--- src/rtl/jtcontra_colmix_pkg.sv ---
// Shared types and constants for the jtcontra colour mixer.
// Palette words are 15-bit BGR 5:5:5 split into a lo byte {G[2:0], R[4:0]}
// and a hi byte {x, B[4:0], G[4:3]}.
package jtcontra_colmix_pkg;

  localparam int PAL_ENTRIES = 128;
  localparam int IDX_W       = 7;

  typedef struct packed {
    logic [4:0] blue;
    logic [4:0] green;
    logic [4:0] red;
  } rgb555_t;

  // FSM encoding
  localparam logic [0:0] ST_CLEAR = 1'b0;
  localparam logic [0:0] ST_RUN   = 1'b1;

  // Byte bit-field positions
  localparam int LO_R_LSB = 0;
  localparam int LO_G_LSB = 5;
  localparam int HI_G_LSB = 0;
  localparam int HI_B_LSB = 2;

  function automatic rgb555_t pal_unpack(input logic [7:0] hi, input logic [7:0] lo);
    rgb555_t c;
    c.red   = lo[LO_R_LSB +: 5];
    c.green = {hi[HI_G_LSB +: 2], lo[LO_G_LSB +: 3]};
    c.blue  = hi[HI_B_LSB +: 5];
    return c;
  endfunction

endpackage

--- src/rtl/jtcontra_colmix_prio.sv ---
// Layer selection between the back (gfx1) and front (gfx2) 007121 outputs.
// Pixel format: {pal_bank[1:0], tile_n_obj, colour[3:0]}. Purely combinational.
module jtcontra_colmix_prio
  import jtcontra_colmix_pkg::*;
(
  input  logic [6:0]       gfx1_pxl,
  input  logic [6:0]       gfx2_pxl,
  input  logic             prio,
  output logic [IDX_W-1:0] pal_idx
);

  logic       gfx2_blank;
  logic       gfx1_obj;
  logic [6:0] sel;

  assign gfx2_blank = (gfx2_pxl[3:0] == 4'd0);
  assign gfx1_obj   = ~gfx1_pxl[4] & (gfx1_pxl[3:0] != 4'd0);
  assign sel        = (gfx2_blank | (prio & gfx1_obj)) ? gfx1_pxl : gfx2_pxl;
  assign pal_idx    = {sel[6:5], sel[4], sel[3:0]};

endmodule

--- src/rtl/jtframe_dual_ram.sv ---
// Dual-port RAM, both ports synchronous on one clock with registered reads.
// Simultaneous writes to the same address: port 1 wins.
// A read of an address being written returns the old contents.
module jtframe_dual_ram #(
  parameter int dw = 8,
  parameter int aw = 7
) (
  input  logic          clk,
  input  logic [dw-1:0] data0,
  input  logic [aw-1:0] addr0,
  input  logic          we0,
  output logic [dw-1:0] q0,
  input  logic [dw-1:0] data1,
  input  logic [aw-1:0] addr1,
  input  logic          we1,
  output logic [dw-1:0] q1
);

  logic [dw-1:0] mem [0:(2**aw)-1];

  // Registered reads and writes for both ports
  always_ff @(posedge clk) begin
    q0 <= mem[addr0];
    q1 <= mem[addr1];
    if (we0) mem[addr0] <= data0;
    if (we1) mem[addr1] <= data1;
  end

endmodule

--- src/rtl/jtcontra_colmix.sv ---
// Colour mixer: picks the visible 007121 pixel, looks it up in the CPU
// palette and drives RGB with blanking delayed to match the pipeline.
// Optional macro JTCONTRA_PAL_READBACK_EN enables CPU palette reads;
// without it pal_dout reads as 0xFF and the CPU-side read data is unused.
//
// state    | meaning
// ST_CLEAR | sweep writes 0 to every palette index, CPU blocked, RGB blanked
// ST_RUN   | normal operation, CPU owns palette port 0; left only via rst
module jtcontra_colmix
  import jtcontra_colmix_pkg::*;
#(
  parameter int BLANK_DLY = 2,
  parameter int PAL_AW    = 8
) (
  input  logic              clk,
  input  logic              rst,
  input  logic              pxl_cen,
  input  logic              LHBL,
  input  logic              LVBL,
  input  logic              cpu_cen,
  input  logic              pal_cs,
  input  logic              cpu_rnw,
  input  logic [PAL_AW-1:0] cpu_addr,
  input  logic [7:0]        cpu_dout,
  output logic [7:0]        pal_dout,
  input  logic [6:0]        gfx1_pxl,
  input  logic [6:0]        gfx2_pxl,
  input  logic              prio,
  output logic              clr_busy,
  output logic [4:0]        red,
  output logic [4:0]        green,
  output logic [4:0]        blue,
  output logic              LHBL_dly,
  output logic              LVBL_dly
);

  localparam int                RAM_AW   = PAL_AW - 1;
  localparam logic [RAM_AW-1:0] CLR_LAST = RAM_AW'(PAL_ENTRIES - 1);

  logic [0:0]           st;
  logic [RAM_AW-1:0]    clr_addr;
  logic [IDX_W-1:0]     pxl_idx;
  logic [RAM_AW-1:0]    vid_addr;
  logic [7:0]           vid_lo, vid_hi;
  rgb555_t              pal_rgb;
  logic [BLANK_DLY-1:0] hbl_sr, vbl_sr;
  logic                 cpu_wr, we_lo, we_hi, visible;
  logic [RAM_AW-1:0]    addr0;
  logic [7:0]           data0;

  jtcontra_colmix_prio u_prio (
    .gfx1_pxl (gfx1_pxl),
    .gfx2_pxl (gfx2_pxl),
    .prio     (prio),
    .pal_idx  (pxl_idx)
  );

  // Clear sweep: one index per clk, then hand port 0 to the CPU
  always_ff @(posedge clk) begin
    if (rst) begin
      st       <= ST_CLEAR;
      clr_addr <= '0;
    end else if (st == ST_CLEAR) begin
      clr_addr <= clr_addr + 1'b1;
      if (clr_addr == CLR_LAST) st <= ST_RUN;
    end
  end

  assign clr_busy = (st == ST_CLEAR);

  // Port 0 is shared between the sweep and the CPU; CPU writes are ignored while clearing
  assign cpu_wr = pal_cs & ~cpu_rnw & cpu_cen & ~clr_busy;
  assign addr0  = clr_busy ? clr_addr : cpu_addr[PAL_AW-1:1];
  assign data0  = clr_busy ? 8'h00 : cpu_dout;
  assign we_lo  = clr_busy | (cpu_wr & ~cpu_addr[0]);
  assign we_hi  = clr_busy | (cpu_wr &  cpu_addr[0]);

`ifdef JTCONTRA_PAL_READBACK_EN
  logic [7:0] lo_q0, hi_q0;
  logic       rd_hi, rd_ok;

  // Track which byte lane was addressed and whether the palette was valid then
  always_ff @(posedge clk) begin
    if (rst) begin
      rd_hi <= 1'b0;
      rd_ok <= 1'b0;
    end else begin
      rd_hi <= cpu_addr[0];
      rd_ok <= ~clr_busy;
    end
  end

  assign pal_dout = !rd_ok ? 8'h00 : (rd_hi ? hi_q0 : lo_q0);
`else
  assign pal_dout = 8'hFF;
`endif

  jtframe_dual_ram #(.dw(8), .aw(RAM_AW)) u_ram_lo (
    .clk   (clk),
    .data0 (data0),
    .addr0 (addr0),
    .we0   (we_lo),
`ifdef JTCONTRA_PAL_READBACK_EN
    .q0    (lo_q0),
`else
    .q0    (),
`endif
    .data1 (8'h00),
    .addr1 (vid_addr),
    .we1   (1'b0),
    .q1    (vid_lo)
  );

  jtframe_dual_ram #(.dw(8), .aw(RAM_AW)) u_ram_hi (
    .clk   (clk),
    .data0 (data0),
    .addr0 (addr0),
    .we0   (we_hi),
`ifdef JTCONTRA_PAL_READBACK_EN
    .q0    (hi_q0),
`else
    .q0    (),
`endif
    .data1 (8'h00),
    .addr1 (vid_addr),
    .we1   (1'b0),
    .q1    (vid_hi)
  );

  // Two-tick video pipeline: latch index, then latch RAM word; blanking follows in step
  always_ff @(posedge clk) begin
    if (rst) begin
      vid_addr <= '0;
      pal_rgb  <= '0;
      hbl_sr   <= '0;
      vbl_sr   <= '0;
    end else if (pxl_cen) begin
      vid_addr <= RAM_AW'(pxl_idx);
      pal_rgb  <= pal_unpack(vid_hi, vid_lo);
      hbl_sr   <= BLANK_DLY'({hbl_sr, LHBL});
      vbl_sr   <= BLANK_DLY'({vbl_sr, LVBL});
    end
  end

  assign LHBL_dly = hbl_sr[BLANK_DLY-1];
  assign LVBL_dly = vbl_sr[BLANK_DLY-1];
  assign visible  = LHBL_dly & LVBL_dly & ~clr_busy;
  assign red      = visible ? pal_rgb.red   : 5'd0;
  assign green    = visible ? pal_rgb.green : 5'd0;
  assign blue     = visible ? pal_rgb.blue  : 5'd0;

endmodule

--- config.mk ---
export PLATFORM = sky130hd
export DESIGN_NAME = jtcontra_colmix
export DESIGN_NICKNAME = d
export VERILOG_FILES = /design/src/rtl/jtcontra_colmix_pkg.sv /design/src/rtl/jtcontra_colmix_prio.sv /design/src/rtl/jtframe_dual_ram.sv /design/src/rtl/jtcontra_colmix.sv
export SDC_FILE = /design/constraint.sdc
export NUM_CORES = 2
export LEC_CHECK = 0
export CAP_MARGIN = 20
export CORE_MARGIN = 4
export CORE_UTILIZATION = 62
export CTS_BUF_LIST = sky130_fd_sc_hd__clkbuf_2
export DETAILED_ROUTE_END_ITERATION = 6
export PLACE_DENSITY = 0.79
export SETUP_SLACK_MARGIN = 0.05
export SLEW_MARGIN = 20
export SYNTH_ARGS = -nofsm -noshare
export SYNTH_HDL_FRONTEND = slang
export SYNTH_SLANG_ARGS = --single-unit
--- constraint.sdc ---
create_clock -name clk -period 6.5 [get_ports clk]
set_input_delay 1.3 -clock clk [delete_from_list [all_inputs] [get_ports clk]]
set_output_delay 1.3 -clock clk [all_outputs]
set_load 0.02 [all_outputs]
==> impl_results.md <==
* CTS buffer count at 461
* Peak supply drop at 0.000170 V
* Avg WL per Cell at 31.3 microns
* Routed via count at 37.4k
* Setup Skew at 0.161 ns
* Later-pin clock latency in the skew report at 1.80 ns
* Syn Area/Cell at 23.3 sq um
* Fill count at 7,333
* CP Launch Type: flop
* Hold Vio Cnt, Final at 0
* DIE WIDTH at 358 microns
* Area of the core at 0.122 sq mm
* First-pass GRT wire length at 259 mm
* GPL Wtd Cong at 0.892
* Sequential-to-total area share from yosys stat at 77.2%
* Tightest Hold Check Type: in -> reg
* Worst-Margin Slew at 1.20 ns
* I/O Buffers at 56
* Fmax at 0.189 GHz
* Worst rel slew slack at 19.9%
* TNS Setup at 0 ns
* DRT iter0 DRCs at 4,962
* Post-CTS Setup Repair Bufs at 0
* Seq cells post-synth at 1,969
* CTS tree: done
* Sequential share of power at 60.9%
* IO Count at 65
* Antenna violations before repair at 8
* Critical path arrival at 4.00 ns
* Count of different cell masters after synthesis at 40
* Area growth, synth to finish at 8.51%
* First-pass iteration count of the detailed router at 6
* CP required at 5.20 ns
* Switching pwr at 5520 uW
* WS Path Type: reg -> out
* Asr flop ratio synth at 0%
* DP HPWL at 104 mm
* Switching share of total power at 24.3%
* Fin. max-slew vios at 0
* Grt ovf at 0
* Final min period at 5.30 ns
* Layout Nets at 3,682
* Yosys warns at 0
* GRT Total Usage at 28.2%
* Clk pwr share at 33.0%
* Max cap viols at 0
* Htree depth at 5
* Vias in the first global route at 38.1k
* Final number of setup-violating endpoints at 0
* Critical path endpoint category: output port
* Syn Inst Count at 3,252
* EDFF count, synth at 1,920
* Clock buffer depth at 4
* Internal power at 17,200 uW
* Critical Path Fanout Max at 37
* Core Rows at 128
* Drt total wl at 176 mm
* Clk root buf: clkbuf_2
* Clock slew at reported path FFs at 0.12 ns
* Pwr dens at 276 mW/mm^2
* Main synth FF type: edfxtp_1
* Layout cells sized above 1 at 35.6%
* Vias per std cell at 6.65
* Leakage at 0.0270 uW
* Largest net degree at the start of global routing at 159
* Die footprint at 0.128 sq mm
* Post-layout util at 67.7%
* Final period util at 81.6%
* Die Y at 358 microns
* Initial core utilization at 62.4%
* Detail Route Antenna Nets at 0
* Status: finished clean
* RSZ-0062 raised after global routing: false
* Mapped Area at 0.0759 sq mm
* Combinational group share of total power at 6.1%
* CTS Sinks at 1,969
* DRC errors left at 0
per-stage QoR:
| stage | instances | power, uW | setup WS (ns) | hold slack [ns] | cell area (sq um) |
|---|---|---|---|---|---|
| floorplan | 3259 | 15100 | 1.11 | 0.440 | 75900 |
| global placement | 4803 | 15500 | 2.02 | 0.449 | 78400 |
| detailed placement | 4803 | 15500 | 1.91 | 0.458 | 78400 |
| CTS | 5615 | 22900 | 0.672 | 0.0314 | 82400 |
| global route | 5620 | 23700 | 1.03 | 0.130 | 82400 |
| finish | 5626 | 22800 | 1.20 | 0.191 | 82400 |
Yosys cell counts (2+ instances only):
library cell | number | area share, %
edfxtp_1 | 1920 | 76
mux4_2 | 630 | 19
nor2_1 | 291 | 1.4
clkbuf_1 | 122 | 0.60
dfxtp_1 | 49 | 1.3
buf_2 | 40 | 0.26
nand2_1 | 37 | 0.18
mux2i_1 | 24 | 0.32
and2_1 | 23 | 0.19
buf_1 | 17 | 0.084
buf_4 | 17 | 0.17
mux2_2 | 16 | 0.24
inv_1 | 8 | 0.040
a211oi_1 | 6 | 0.059
a21oi_1 | 6 | 0.040
o32ai_1 | 6 | 0.069
nand2b_1 | 4 | 0.033
nand3_1 | 4 | 0.026
o21ai_0 | 4 | 0.026
xnor2_1 | 4 | 0.046
a22oi_1 | 3 | 0.030
a32o_1 | 2 | 0.026
nand4_1 | 2 | 0.016
state kept, by name, summed over array words and instances (netlist names):
signal	count
u_ram_lo.mem	1024
u_ram_hi.mem	896
pal_rgb	15
u_ram_lo.q1	8
clr_addr	7
u_ram_hi.q1	7
vid_addr	7
hbl_sr	2
vbl_sr	2
st	1
path summary, 6_finish.rpt:
| kind | startpoint | to | cells past startpoint | slack, ns |
|---|---|---|---|---|
| worst min register to register | u_ram_lo.q1[3] | pal_rgb[3] | 2 | 0.47 |
| worst min-delay path | gfx1_pxl[3] | vid_addr[3] | 3 | 0.19 |
| worst max-delay path | st | green[1] | 4 | 1.20 |
| worst max register to register | vid_addr[0] | u_ram_lo.q1[7] | 5 | 2.56 |
cell families (layout without fill, tap and decap cells):
kind of cell	Yosys count	after routing	share of synthesized area (%)
AOI/OAI and AO/OA	31	31	0.292
xor gates and xnor gates	5	5	0.0577
adders and majority gates	1	1	0.0165
buffers and inverters	205	936	1.17
DFF	1969	1969	77.2
muxes	670	670	19.2
other	1	19	0.00494
and+or+nand+nor	370	370	1.98
per-layer routing:
| layer | global-route usage (%) | vias up | part of all wire, % |
|---|---|---|---|
| met4 | 10.0 | 0 | 3.0 |
| met1 | 40.5 | 19280 | 36 |
| li1 | - | 14810 | - |
| met2 | 43.0 | 2958 | 48 |
| met5 | 0 | - | 0 |
| met3 | 7.62 | 360 | 13 |
final cells by class:
cell class	instances	area, sq um	share of cell area, %
Sequential cell	1969	58700	71.2
Multi-Input combinational cell	1085	16400	20.0
Clock buffer	652	3260	3.96
Tap cell	1625	2030	2.47
Timing Repair Buffer	117	1210	1.47
Clock inverter	159	719	0.873
Inverter	8	30.0	0.0365
Antenna cell	11	27.5	0.0334
power groups by stage:
| stage | Combinational, uW | Clock, uW | Sequential, uW |
|---|---|---|---|
| after CTS | 1380 | 7630 | 13900 |
| after global placement | 1340 | 0 | 14200 |
| after global routing | 1430 | 8350 | 13900 |
| final | 1380 | 7520 | 13900 |
| after detailed placement | 1370 | 0 | 14200 |
| after floorplan | 980 | 0 | 14100 |
worst max-delay path, cell delays in order (launching register included):
cell and delay, ns:
dfxtp_2 0.78, and3_1 0.24, buf_4 0.34, and2_1 0.20
clkdlybuf4s50_1 0.63
layout by cell type, fill, tap and decap left out, types with 11 or more instances in the layout:
cell and n:
buf_12 16, edfxtp_1 1920, dfxtp_1 42, diode_2 11
clkinv_2 32, clkdlybuf4s50_1 54, mux4_2 630, nor2_1 291
clkbuf_2 652, clkinv_1 115, mux2i_1 24, and2_1 15
mux2_2 16, buf_4 44, nand2_1 36
repair_timing:
item                                    4_1_cts  5_1_grt
endpoints found under the hold margin         3        0
hold buffers                                  1        0
endpoints found under the setup margin        0        0
resized for setup                             0        0
Note: power is estimated with default switching activity, not from simulation.
